`src/rtl/sw_job_ctrl.sv`:
```
// Smith-Waterman job sequencer: fetches S and T from the sequence SRAM, streams them
// into the systolic core with T-admission flow control, and returns the score with status.
module sw_job_ctrl #(
    parameter int unsigned ADDR_W  = 13,
    parameter int unsigned LEN_W   = 16,
    parameter int unsigned NUM_PE  = 50,
    parameter int unsigned CLR_CYC = 2,
    parameter int unsigned TMO_W   = 20
) (
    input  logic              clk,
    input  logic              reset_i,
    input  logic              start_i,
    input  logic [ADDR_W-1:0] s_base_i,
    input  logic [ADDR_W-1:0] t_base_i,
    input  logic [LEN_W-1:0]  s_len_i,
    input  logic [LEN_W-1:0]  t_len_i,
    output logic              ready_o,
    output logic              mem_en_o,
    output logic [ADDR_W-1:0] mem_addr_o,
    input  logic [7:0]        mem_rdata_i,
    output logic              core_reset_o,
    output logic [2:0]        core_S_o,
    output logic [2:0]        core_T_o,
    output logic [LEN_W-1:0]  core_s_len_o,
    output logic [LEN_W-1:0]  core_t_len_o,
    input  logic              core_t_valid_in_i,
    input  logic              core_valid_i,
    input  logic [15:0]       core_max_i,
    output logic              done_o,
    output logic [15:0]       score_o,
    output logic              err_o
);

    typedef enum logic [2:0] {
        IDLE, CLR, LOAD_S, WAIT_T, LOAD_T, DRAIN, DONE
    } state_t;

    state_t            state_q, state_d;
    logic [ADDR_W-1:0] s_base_q, s_base_d, t_base_q, t_base_d;
    logic [LEN_W-1:0]  s_len_d, t_len_d;
    logic [LEN_W-1:0]  iss_q, iss_d, pres_q, pres_d, pres_inc;
    logic [TMO_W-1:0]  wd_q, wd_d, wd_inc;
    logic              rvalid_q;
    logic              rd_en;
    logic [15:0]       score_d;
    logic              err_d;
    logic              unused_rdata;

    assign unused_rdata = ^mem_rdata_i[7:3];
    assign pres_inc     = pres_q + LEN_W'(1);
    assign wd_inc       = wd_q + TMO_W'(1);

    // SRAM requests are gated by the live T-admission input, so no read issues while it is low
    assign mem_en_o   = rd_en;
    assign mem_addr_o = ((state_q == LOAD_T) ? t_base_q : s_base_q) + ADDR_W'(iss_q);
    assign core_S_o   = (state_q == LOAD_S && rvalid_q) ? mem_rdata_i[2:0] : 3'd0;
    assign core_T_o   = (state_q == LOAD_T && rvalid_q) ? mem_rdata_i[2:0] : 3'd0;

    // Next-state and datapath control; iss_q doubles as the CLR cycle counter
    always_comb begin
        state_d  = state_q;
        s_base_d = s_base_q;
        t_base_d = t_base_q;
        s_len_d  = core_s_len_o;
        t_len_d  = core_t_len_o;
        iss_d    = iss_q;
        pres_d   = pres_q;
        wd_d     = wd_q;
        score_d  = score_o;
        err_d    = err_o;
        rd_en    = 1'b0;

        case (state_q)
            IDLE: begin
                if (start_i) begin
                    s_base_d = s_base_i;
                    t_base_d = t_base_i;
                    s_len_d  = s_len_i;
                    t_len_d  = t_len_i;
                    iss_d    = '0;
                    pres_d   = '0;
                    if (s_len_i > LEN_W'(NUM_PE)) begin
                        state_d = DONE;
                        score_d = '0;
                        err_d   = 1'b1;
                    end else if (s_len_i == '0 || t_len_i == '0) begin
                        state_d = DONE;
                        score_d = '0;
                        err_d   = 1'b0;
                    end else begin
                        state_d = CLR;
                    end
                end
            end
            CLR: begin
                if (iss_q == LEN_W'(CLR_CYC - 1)) begin
                    state_d = LOAD_S;
                    iss_d   = '0;
                end else begin
                    iss_d = iss_q + LEN_W'(1);
                end
            end
            LOAD_S: begin
                rd_en = (iss_q < core_s_len_o);
                if (rd_en) iss_d = iss_q + LEN_W'(1);
                if (rvalid_q) begin
                    pres_d = pres_inc;
                    if (pres_inc == core_s_len_o) begin
                        state_d = WAIT_T;
                        iss_d   = '0;
                        pres_d  = '0;
                        wd_d    = '0;
                    end
                end
            end
            WAIT_T: begin
                if (core_t_valid_in_i) begin
                    state_d = LOAD_T;
                end else begin
                    wd_d = wd_inc;
                    if (&wd_inc) begin
                        state_d = DONE;
                        score_d = '0;
                        err_d   = 1'b1;
                    end
                end
            end
            LOAD_T: begin
                rd_en = core_t_valid_in_i && (iss_q < core_t_len_o);
                if (rd_en) iss_d = iss_q + LEN_W'(1);
                if (!core_t_valid_in_i) wd_d = wd_inc;
                if (rvalid_q) pres_d = pres_inc;
                if (rvalid_q && pres_inc == core_t_len_o) begin
                    state_d = DRAIN;
                    wd_d    = '0;
                end else if (!core_t_valid_in_i && &wd_inc) begin
                    state_d = DONE;
                    score_d = '0;
                    err_d   = 1'b1;
                end
            end
            DRAIN: begin
                if (core_valid_i) begin
                    state_d = DONE;
                    score_d = core_max_i;
                    err_d   = 1'b0;
                end else begin
                    wd_d = wd_inc;
                    if (&wd_inc) begin
                        state_d = DONE;
                        score_d = '0;
                        err_d   = 1'b1;
                    end
                end
            end
            DONE:    state_d = IDLE;
            default: state_d = IDLE;
        endcase
    end

    always_ff @(posedge clk or negedge reset_i) begin
        if (!reset_i) begin
            state_q      <= IDLE;
            s_base_q     <= '0;
            t_base_q     <= '0;
            core_s_len_o <= '0;
            core_t_len_o <= '0;
            iss_q        <= '0;
            pres_q       <= '0;
            wd_q         <= '0;
            rvalid_q     <= 1'b0;
            ready_o      <= 1'b1;
            core_reset_o <= 1'b1;
            done_o       <= 1'b0;
            score_o      <= '0;
            err_o        <= 1'b0;
        end else begin
            state_q      <= state_d;
            s_base_q     <= s_base_d;
            t_base_q     <= t_base_d;
            core_s_len_o <= s_len_d;
            core_t_len_o <= t_len_d;
            iss_q        <= iss_d;
            pres_q       <= pres_d;
            wd_q         <= wd_d;
            rvalid_q     <= rd_en;
            ready_o      <= (state_d == IDLE);
            core_reset_o <= (state_d == IDLE) || (state_d == CLR) || (state_d == DONE);
            done_o       <= (state_d == DONE);
            score_o      <= score_d;
            err_o        <= err_d;
        end
    end

endmodule

```
`config.mk`:
```
export PLATFORM = sky130hd
export DESIGN_NAME = sw_job_ctrl
export DESIGN_NICKNAME = d
export VERILOG_FILES = /design/src/rtl/sw_job_ctrl.sv
export SDC_FILE = /design/constraint.sdc
export NUM_CORES = 1
export LEC_CHECK = 0
export ABC_CLOCK_PERIOD_IN_PS = 5700
export CORE_MARGIN = 10
export CORE_UTILIZATION = 30
export CTS_CLUSTER_DIAMETER = 50
export DETAILED_ROUTE_END_ITERATION = 7
export PLACE_DENSITY = 0.47
export SLEW_MARGIN = 20
export SYNTH_ARGS = -nofsm -noshare
export SYNTH_HDL_FRONTEND = slang
export SYNTH_SLANG_ARGS = --single-unit
```
`constraint.sdc`:
```
create_clock -name clk -period 5.7 [get_ports clk]
set_input_delay 1.71 -clock clk [delete_from_list [all_inputs] [get_ports clk]]
set_output_delay 1.71 -clock clk [all_outputs]
set_load 0.02 [all_outputs]
```
* Word-level counts from Yosys, hierarchy flattened *
Cells that the tools add are included.

cells by class
  add/sub/neg operators = 4
  $lt $le $gt $ge = 3
  equal/unequal tests = 20
  mux-type cells = 51
  reduce and logical (&&, ||, !) cells = 23

operators with widths
  operator                                                        count
  2-to-1 mux 16 bit                                               17
  case mux 16 bit (4 select lines)                                2
  2-to-1 mux 20 bit                                               5
  case mux 20 bit (4 select lines)                                1
  case mux 16 bit (3 select lines)                                1
  2-to-1 mux 3 bit                                                13
  adder 16 x 1 -> 16 bit, second input constant                   2
  == test 16 bit                                                  2
  logical NOT 16 bit                                              2
  less-than comparator 16 bit                                     2
  adder 20 x 1 -> 20 bit, second input constant                   1
  AND reduction 20 bit                                            1
  case mux 3 bit (6 select lines)                                 1
  == test 16 x 1 -> 1 bit, second input constant                  1
  greater-than comparator 16 x 6 -> 1 bit, second input constant  1
  adder 13 bit                                                    1
  2-to-1 mux 13 bit                                               1
  != test 2 bit, second input constant                            6
  nonzero test 4 bit                                              3
  == test 3 bit, second input constant                            3
  2-to-1 mux 1 bit                                                8
  AND reduction 4 bit                                             2
  == test 3 x 1 -> 1 bit, second input constant                   2
  == test 3 x 2 -> 1 bit, second input constant                   2
  12 further kinds                                                21

storage, ports and cells
  register bits after elaboration = 134
  output and inout port bits = 72

* Depth between registers and ports, before layout *
Gate-level depths: netlist of run 1.

  word-level depth = 9
  gate-level depth with buffers = 17

* Worst setup path after synthesis of run 1 *
Ideal clock, no wire load.

  kind = register to output
  start = reg state_q[0]
  end = out mem_addr_o[12]
  data arrival time = 3593 ps
  data required time = 3990 ps
  slack = 397 ps
  stages on the path, launching flop included = 18
  buffers on the path = 3
  path through = dfrtp_1 -> clkbuf_1 -> or2_2 -> clkbuf_1 -> clkbuf_1 -> nand2_1 -> nand2_1 -> ha_1 -> fa_1 -> a21o_1 -> a21oi_1 -> o21bai_1 -> a21oi_1 -> nor2b_1 -> o2111ai_1 -> nand3_1 -> o41a_1 -> xnor2_1

on the way
  word-level cells in the longest chain between the ends = 3

ends and longest elaborated chain
  what                    RTL line  RTL
  start, declared         38        state_t state_q, state_d;
  start signal, assigned  178       state_q <= state_d;
  == test 3 bit           55        assign mem_addr_o = ((state_q == LOAD_T) ? t_base_q : s_base_q) + ADDR_W'(iss_q);
  2-to-1 mux 13 bit       55
  adder 13 bit            55
  end, declared           19        output logic [ADDR_W-1:0] mem_addr_o,

No other way between the ends.

* Final worst setup path of run 1 *
  start = reg state_q[1]
  end = out mem_addr_o[12]

Same word-level chain as after synthesis.

==> results of run 1 <==
## power groups by stage
stage / Clock [mW] / Sequential (mW) / Combinational (mW)
after floorplan: 0 / 1.57 / 1.70
after global routing: 1.24 / 1.59 / 3.26
final: 1.17 / 1.55 / 2.94
after global placement: 0 / 1.57 / 2.94
after CTS: 1.20 / 1.56 / 2.97
after detailed placement: 0 / 1.57 / 2.95
## worst paths after layout
check,end,slack [ns],cells past startpoint,start
max,mem_addr_o[12],0.27,16,state_q[1]
min,wd_q[9],0.49,1,wd_q[9]
max reg2reg,score_o[12],1.54,9,pres_q[3]
min reg2reg,wd_q[9],0.49,1,wd_q[9]
max in group asynchronous,core_s_len_o[11],3.39,2,reset_i
min in group asynchronous,t_base_q[11],1.36,1,reset_i
## cell families (layout without fill, tap and decap cells)
kind of cell,after synthesis,count (layout),synth area share
adder cells (fa/ha/maj),48,48,0.06923
other,0,1,0
AO/OA/AOI/OAI,264,264,0.1979
multiplexers,38,38,0.04786
flip-flops,134,134,0.3821
XOR/XNOR,55,55,0.06268
buffers and inverters,103,256,0.04587
AND/OR/NAND/NOR,330,330,0.1944
## layer usage
layer / routed length, um / track usage / up-vias
met1: 13860 / 0.2198 / 3790
met3: 1949 / 0.04883 / 26
li1: - / - / 3837
met4: 500 / 0.04718 / 6
met2: 14100 / 0.2606 / 193
met5: 47 / 0 / -
## flip-flops by register name, indices dropped and copies added (netlist names)
signal and count:
core_reset_o 1, core_s_len_o 16, core_t_len_o 16, done_o 1
err_o 1, iss_q 16, pres_q 16, ready_o 1
rvalid_q 1, s_base_q 13, score_o 16, state_q 3
t_base_q 13, wd_q 20
## through the flow
step / util / TNS [ns] / std cells
2_1_floorplan: - / 0 / 972
3_3_place_gp: 0.3733 / 0 / 1477
6_report: 0.3952 / 0 / 1510
5_1_grt: 0.3951 / -0.01752 / 1509
4_1_cts: 0.3948 / 0 / 1509
3_5_place_dp: 0.3735 / 0 / 1477
## layout by cell type (no fill, tap or decap), types with 7 or more instances in the layout
cell type / synthesis / layout
clkdlybuf4s50_1: 0 / 147
nand4_1: 18 / 18
nor2b_1: 10 / 10
dfrtp_1: 132 / 132
and3_1: 19 / 19
a41oi_1: 8 / 8
mux2_2: 32 / 32
xnor2_1: 33 / 33
inv_1: 50 / 50
nor2_1: 42 / 41
nand2b_1: 10 / 10
a21o_1: 13 / 13
a22o_1: 29 / 29
and4_1: 7 / 7
nor3_1: 26 / 25
o21ai_1: 16 / 16
nand2_1: 119 / 119
nand3_1: 30 / 30
ha_1: 47 / 47
xor2_1: 17 / 17
buf_4: 0 / 22
clkbuf_16: 0 / 17
nor4_1: 14 / 14
o21ai_0: 77 / 77
a21oi_1: 43 / 41
a31oi_1: 16 / 16
## repair_timing
item | in CTS | in global routing
gates resized for setup | 7 | 7
setup endpoints to repair | 4 | 5
hold endpoints to repair | 0 | 0
pin swaps | 0 | 3
## layout make-up
cell class,count,area [um^2],area share
clock buffer,17,425.4,0.03740
antenna,1,2.502,0.0002200
sequential,134,3356,0.2950
tap,384,480.5,0.04224
timing repair buffer,174,1692,0.1487
multi-input combinational,735,5050,0.4440
inverter,50,187.7,0.01650
clock inverter,15,181.4,0.01595
==> flow_metrics.env, run 1 <==
export IMPL_status="complete, no violations"
export IMPL_power_switching_mw=2.519
export IMPL_num_io_pins=159
export IMPL_ys_warnings_count=0
export IMPL_nFillCells=2917
export IMPL_die_area_um2=36520
export IMPL_syn_area_um2=8783
export IMPL_fp_dieH_um=191.1
export IMPL_yosys_register_bits=134
export IMPL_irDropWorstVdd_v=0.0005416
export IMPL_core_um2=28780
export IMPL_cts_sinks=134
export IMPL_cts_tree="yes"
export IMPL_rsz0062_at_grt="true"
export IMPL_syn_nets=1107
export IMPL_tightest_slew_ns=0.9997
export IMPL_start_util=0.3052
export IMPL_synth_area_leader_cell="dfrtp_1"
export IMPL_critPathCaptureType="output port"
export IMPL_leakagePower_nw=4.923
export IMPL_viasPerCell=5.200
export IMPL_place_area_um2=10750
export IMPL_num_rows=62
export IMPL_numCtsBuffers=17
export IMPL_cpPeakStageDelay_ns=0.40
export IMPL_period_share=0.9523
export IMPL_dpl_hpwl_um=22960
export IMPL_yosysMostFrequentCell="dfrtp_1"
export IMPL_arrival_ns=3.72
export IMPL_first_iter_violations=712
export IMPL_slowest_stage="fa_1"
export IMPL_pwr_share_comb=0.519
export IMPL_cp_num_buf_inv=1
export IMPL_hold_class="flop to flop"
export IMPL_yosysTopAreaCellShare=0.3761
export IMPL_grt_use_total=0.1670
export IMPL_slew_headroom=0.3295
export IMPL_cell_internal_pwr_mw=3.152
export IMPL_grt_pass1_vias=7866
export IMPL_ys_seq_area_frac=0.3821
export IMPL_drive_gt1_frac=0.09511
export IMPL_finalWorstSetupSlack_ns=0.2717
export IMPL_first_pass_iters=7
export IMPL_fmax_mhz=184.2
export IMPL_grt_max_degree=91
export IMPL_critPathTopFamily="compound AO/OA/AOI/OAI gates"
export IMPL_power_density_nw_per_um2=498.5
export IMPL_total_power_mw=5.670
export IMPL_synthCells=972
export IMPL_critical_path_cell_chain="nand2b_1, or2_2, nand2_1, nand2_1, ha_1, fa_1, a21o_1, a21oi_2, o21bai_1, a21oi_2, nor2b_1, o2111ai_1, nand3_1, o41a_1, xnor2_1, buf_4"
export IMPL_cts_setup_buffers=0
export IMPL_nets=1247
export IMPL_routedWlPerCell_um=20.17
export IMPL_hold_buffers=0
export IMPL_synth_cell_types=72
export IMPL_min_period_ns=5.428
export IMPL_areaGrowthSynthToFinish_pct=29.50
export IMPL_clkPwrFrac=0.207
export IMPL_critical_path_class="flop to output port"
export IMPL_drc=0
export IMPL_place_gp_congestion=0.8654
export IMPL_ant_nets=0
export IMPL_skew_ns=0.01341
export IMPL_grt_overflow=0
export IMPL_postSynthAreaPerCell_um2=9.036
export IMPL_synth_edf_count=0
export IMPL_port_buffers=153
export IMPL_dp_slack_ns=0.1424
export IMPL_die_w_um=191.1
export IMPL_final_max_slew_viol_count=0
export IMPL_grt_pass1_wl_um=47310
export IMPL_clockRootBuffer="clkbuf_16"
export IMPL_setup_viol=0
export IMPL_grt_antenna_before_repair=4
export IMPL_async_flop_share=1.000
export IMPL_required_ns=3.99
export IMPL_yosys_most_used_dff="dfrtp_1"
export IMPL_htree_levels=4
export IMPL_sequentialPowerShare=0.274
export IMPL_clk_pin_slew_worst_paths_ns=0.07
export IMPL_critPathLaunchType="flop"
export IMPL_insertion_delay_ns=0.44
export IMPL_yosys_top_cells_count="132 x dfrtp_1, 119 x nand2_1, 77 x o21ai_0"
export IMPL_crit_fanout=4
export IMPL_sw_frac_of_total=0.4442
export IMPL_worst_hold_slack_ns=0.4899
export IMPL_wirelength_um=30450
export IMPL_finalHoldViolations=0
export IMPL_synth_area_leaders="dfrtp_1 38%, ha_1 6.7%, nand2_1 5.1%"
export IMPL_vias=7852
export IMPL_design_area_um2=11370
export IMPL_clk_path_buf_depth=2
export IMPL_drv_cap=0
(Power assumes the default switching activity.)
==> run 2, diff against run 1 <==
--- a/config.mk
+++ b/config.mk
@@ -8,8 +8,8 @@
 export ABC_CLOCK_PERIOD_IN_PS = 5700
 export CORE_MARGIN = 10
 export CORE_UTILIZATION = 30
-export CTS_CLUSTER_DIAMETER = 50
 export DETAILED_ROUTE_END_ITERATION = 7
+export GPL_ROUTABILITY_DRIVEN = 0
 export PLACE_DENSITY = 0.47
 export SLEW_MARGIN = 20
 export SYNTH_ARGS = -nofsm -noshare
==> results of run 2 <==
No change in the layout: final DEF, timing and power equal those of run 1.
==> run 3, diff against run 2 <==
--- a/config.mk
+++ b/config.mk
@@ -11,7 +11,6 @@
 export DETAILED_ROUTE_END_ITERATION = 7
 export GPL_ROUTABILITY_DRIVEN = 0
 export PLACE_DENSITY = 0.47
-export SLEW_MARGIN = 20
 export SYNTH_ARGS = -nofsm -noshare
 export SYNTH_HDL_FRONTEND = slang
 export SYNTH_SLANG_ARGS = --single-unit
==> run 3 against run 2 <==
Against the previous run:
- final cell count did not move
- sequential share of layout area barely moved
- setup slack gained 0.060 ns
- maximum frequency rose by 1.1%
- critical path depth did not move
- clock power is essentially flat
- non-clock buffer count did not move
- clock skew up 0.0015 ns
- via count is 0.70% higher
- utilization about the same
- register-to-register slack worse by 0.08 ns
- critical path type unchanged
- largest cell class unchanged
- highest routed layer unchanged
==> flow_metrics.env, run 3 (synthesized netlist as in run 1, its figures left out) <==
export IMPL_status="complete, no violations"
export IMPL_wirelength_um=30490
export IMPL_htree_levels=4
export IMPL_total_power_mw=5.669
export IMPL_required_ns=3.99
export IMPL_num_rows=62
export IMPL_fmax_mhz=186.3
export IMPL_finalHoldViolations=0
export IMPL_clockRootBuffer="clkbuf_16"
export IMPL_critPathCaptureType="output port"
export IMPL_setup_viol=0
export IMPL_cpPeakStageDelay_ns=0.40
export IMPL_die_area_um2=36520
export IMPL_multiInputGateArea_um2=5045
export IMPL_die_w_um=191.1
export IMPL_slew_headroom=0.2418
export IMPL_grt_use_total=0.1676
export IMPL_tightest_slew_ns=1.128
export IMPL_nFillCells=2931
export IMPL_first_iter_violations=670
export IMPL_pwr_share_comb=0.519
export IMPL_stdcell_count=1510
export IMPL_areaGrowthSynthToFinish_pct=29.40
export IMPL_grt_max_degree=91
export IMPL_rr_worst_depth=10
export IMPL_reg2reg_slack_ns=1.46
export IMPL_startpoint="state_q[1]"
export IMPL_port_buffers=153
export IMPL_cts_tree="yes"
export IMPL_grt_pass1_wl_um=47550
export IMPL_grt_overflow=0
export IMPL_dp_slack_ns=0.1391
export IMPL_critical_path_cell_chain="nand2b_1, or2_2, nand2_1, nand2_1, ha_1, fa_1, a21o_1, a21oi_2, o21bai_1, a21oi_2, nor2b_1, o2111ai_1, nand3_1, o41a_1, xnor2_1, buf_4"
export IMPL_start_util=0.3052
export IMPL_viasPerCell=5.236
export IMPL_drc=0
export IMPL_drive_gt1_frac=0.09511
export IMPL_period_share=0.9418
export IMPL_leakagePower_nw=4.922
export IMPL_power_switching_mw=2.519
export IMPL_largest_register_ffs=20
export IMPL_hold_class="flop to flop"
export IMPL_skew_ns=0.01493
export IMPL_clk_pin_slew_worst_paths_ns=0.07
export IMPL_fp_dieH_um=191.1
export IMPL_seq_area_um2=3356
export IMPL_power_density_nw_per_um2=498.7
export IMPL_regMostFlops="wd_q"
export IMPL_final_max_slew_viol_count=0
export IMPL_nets=1247
export IMPL_cp_num_buf_inv=1
export IMPL_layout_common_cells="147 x clkdlybuf4s50_1, 132 x dfrtp_1, 119 x nand2_1, 77 x o21ai_0, 50 x inv_1"
export IMPL_first_pass_iters=5
export IMPL_rsz0062_at_grt="false"
export IMPL_dpl_hpwl_um=22940
export IMPL_critical_path_class="flop to output port"
export IMPL_sequentialPowerShare=0.274
export IMPL_grt_antenna_before_repair=3
export IMPL_core_um2=28780
export IMPL_finalWorstSetupSlack_ns=0.3316
export IMPL_placed_cells=1477
export IMPL_r2r_start="pres_q[0]"
export IMPL_critPathTopFamily="compound AO/OA/AOI/OAI gates"
export IMPL_ant_nets=0
export IMPL_insertion_delay_ns=0.44
export IMPL_min_period_ns=5.368
export IMPL_worstSetupPathDepth=16
export IMPL_vias=7907
export IMPL_cts_sinks=134
export IMPL_routedWlPerCell_um=20.19
export IMPL_slowest_stage="fa_1"
export IMPL_crit_fanout=4
export IMPL_tns_ns=0
export IMPL_num_io_pins=159
export IMPL_drv_cap=0
export IMPL_arrival_ns=3.66
export IMPL_sw_frac_of_total=0.4444
export IMPL_cell_internal_pwr_mw=3.150
export IMPL_final_common_cell="clkdlybuf4s50_1"
export IMPL_clk_path_buf_depth=2
export IMPL_r2r_end="wd_q[13]"
export IMPL_irDropWorstVdd_v=0.0005250
export IMPL_critPathLaunchType="flop"
export IMPL_numCtsBuffers=17
export IMPL_cp_endpoint="mem_addr_o[12]"
export IMPL_grt_pass1_vias=7915
export IMPL_clkPwrFrac=0.207
run 3: changes by cell type in the layout (fill, tap and decap cells not counted), sizes merged:
cell / previous run / this run
dlygate4sd2: 1 / 0
clkbuf: 17 / 18
run 3: worst min path at each step:
stage / startpoint / end / slack (ns) / cells past startpoint
floorplan: wd_q[9] / wd_q[9] / 0.43 / 1
global placement: wd_q[9] / wd_q[9] / 0.46 / 1
detailed placement: wd_q[9] / wd_q[9] / 0.47 / 1
CTS: wd_q[9] / wd_q[9] / 0.48 / 1
global route: t_base_q[6] / t_base_q[6] / 0.52 / 1
finish: wd_q[9] / wd_q[9] / 0.49 / 1
run 3: per-stage QoR:
step | utilization | cell area (um^2) | hold WS [ns]
6_report | 0.3949 | 11370 | 0.4883
5_1_grt | 0.3948 | 11360 | 0.5220
4_1_cts | 0.3946 | 11360 | 0.4841
3_5_place_dp | 0.3733 | 10740 | 0.4706
3_3_place_gp | 0.3733 | 10740 | 0.4608
2_1_floorplan | - | 8783 | 0.4341
run 3: power groups by stage:
stage | clock [mW] | sequential (mW) | combinational [mW]
floorplan | 0 | 1.57 | 1.70
global placement | 0 | 1.57 | 2.94
detailed placement | 0 | 1.57 | 2.96
CTS | 1.21 | 1.56 | 2.97
global route | 1.24 | 1.60 | 3.25
finish | 1.17 | 1.55 | 2.94
run 3: layout make-up:
cell class,instances,area share
clock buffer,17,0.03743
sequential,134,0.2952
clock inverter,15,0.01596
multi-input combinational,735,0.4439
tap,384,0.04227
inverter,50,0.01651
antenna,1,0.0002202
timing repair buffer,174,0.1485
run 3: layer usage:
layer,GRT usage,vias up,share of wire
li1,-,3843,-
met4,0.04597,6,0.016
met5,0,-,0.0015
met1,0.2216,3854,0.46
met3,0.04410,31,0.055
met2,0.2645,173,0.47
run 3: what timing repair did:
action / CTS / global route
setup endpoints to repair: 4 / 5
cloned: 0 / 0
buffers inserted: 0 / 0
pin swaps: 0 / 4
hold buffers: 0 / 0
resized for setup: 7 / 9
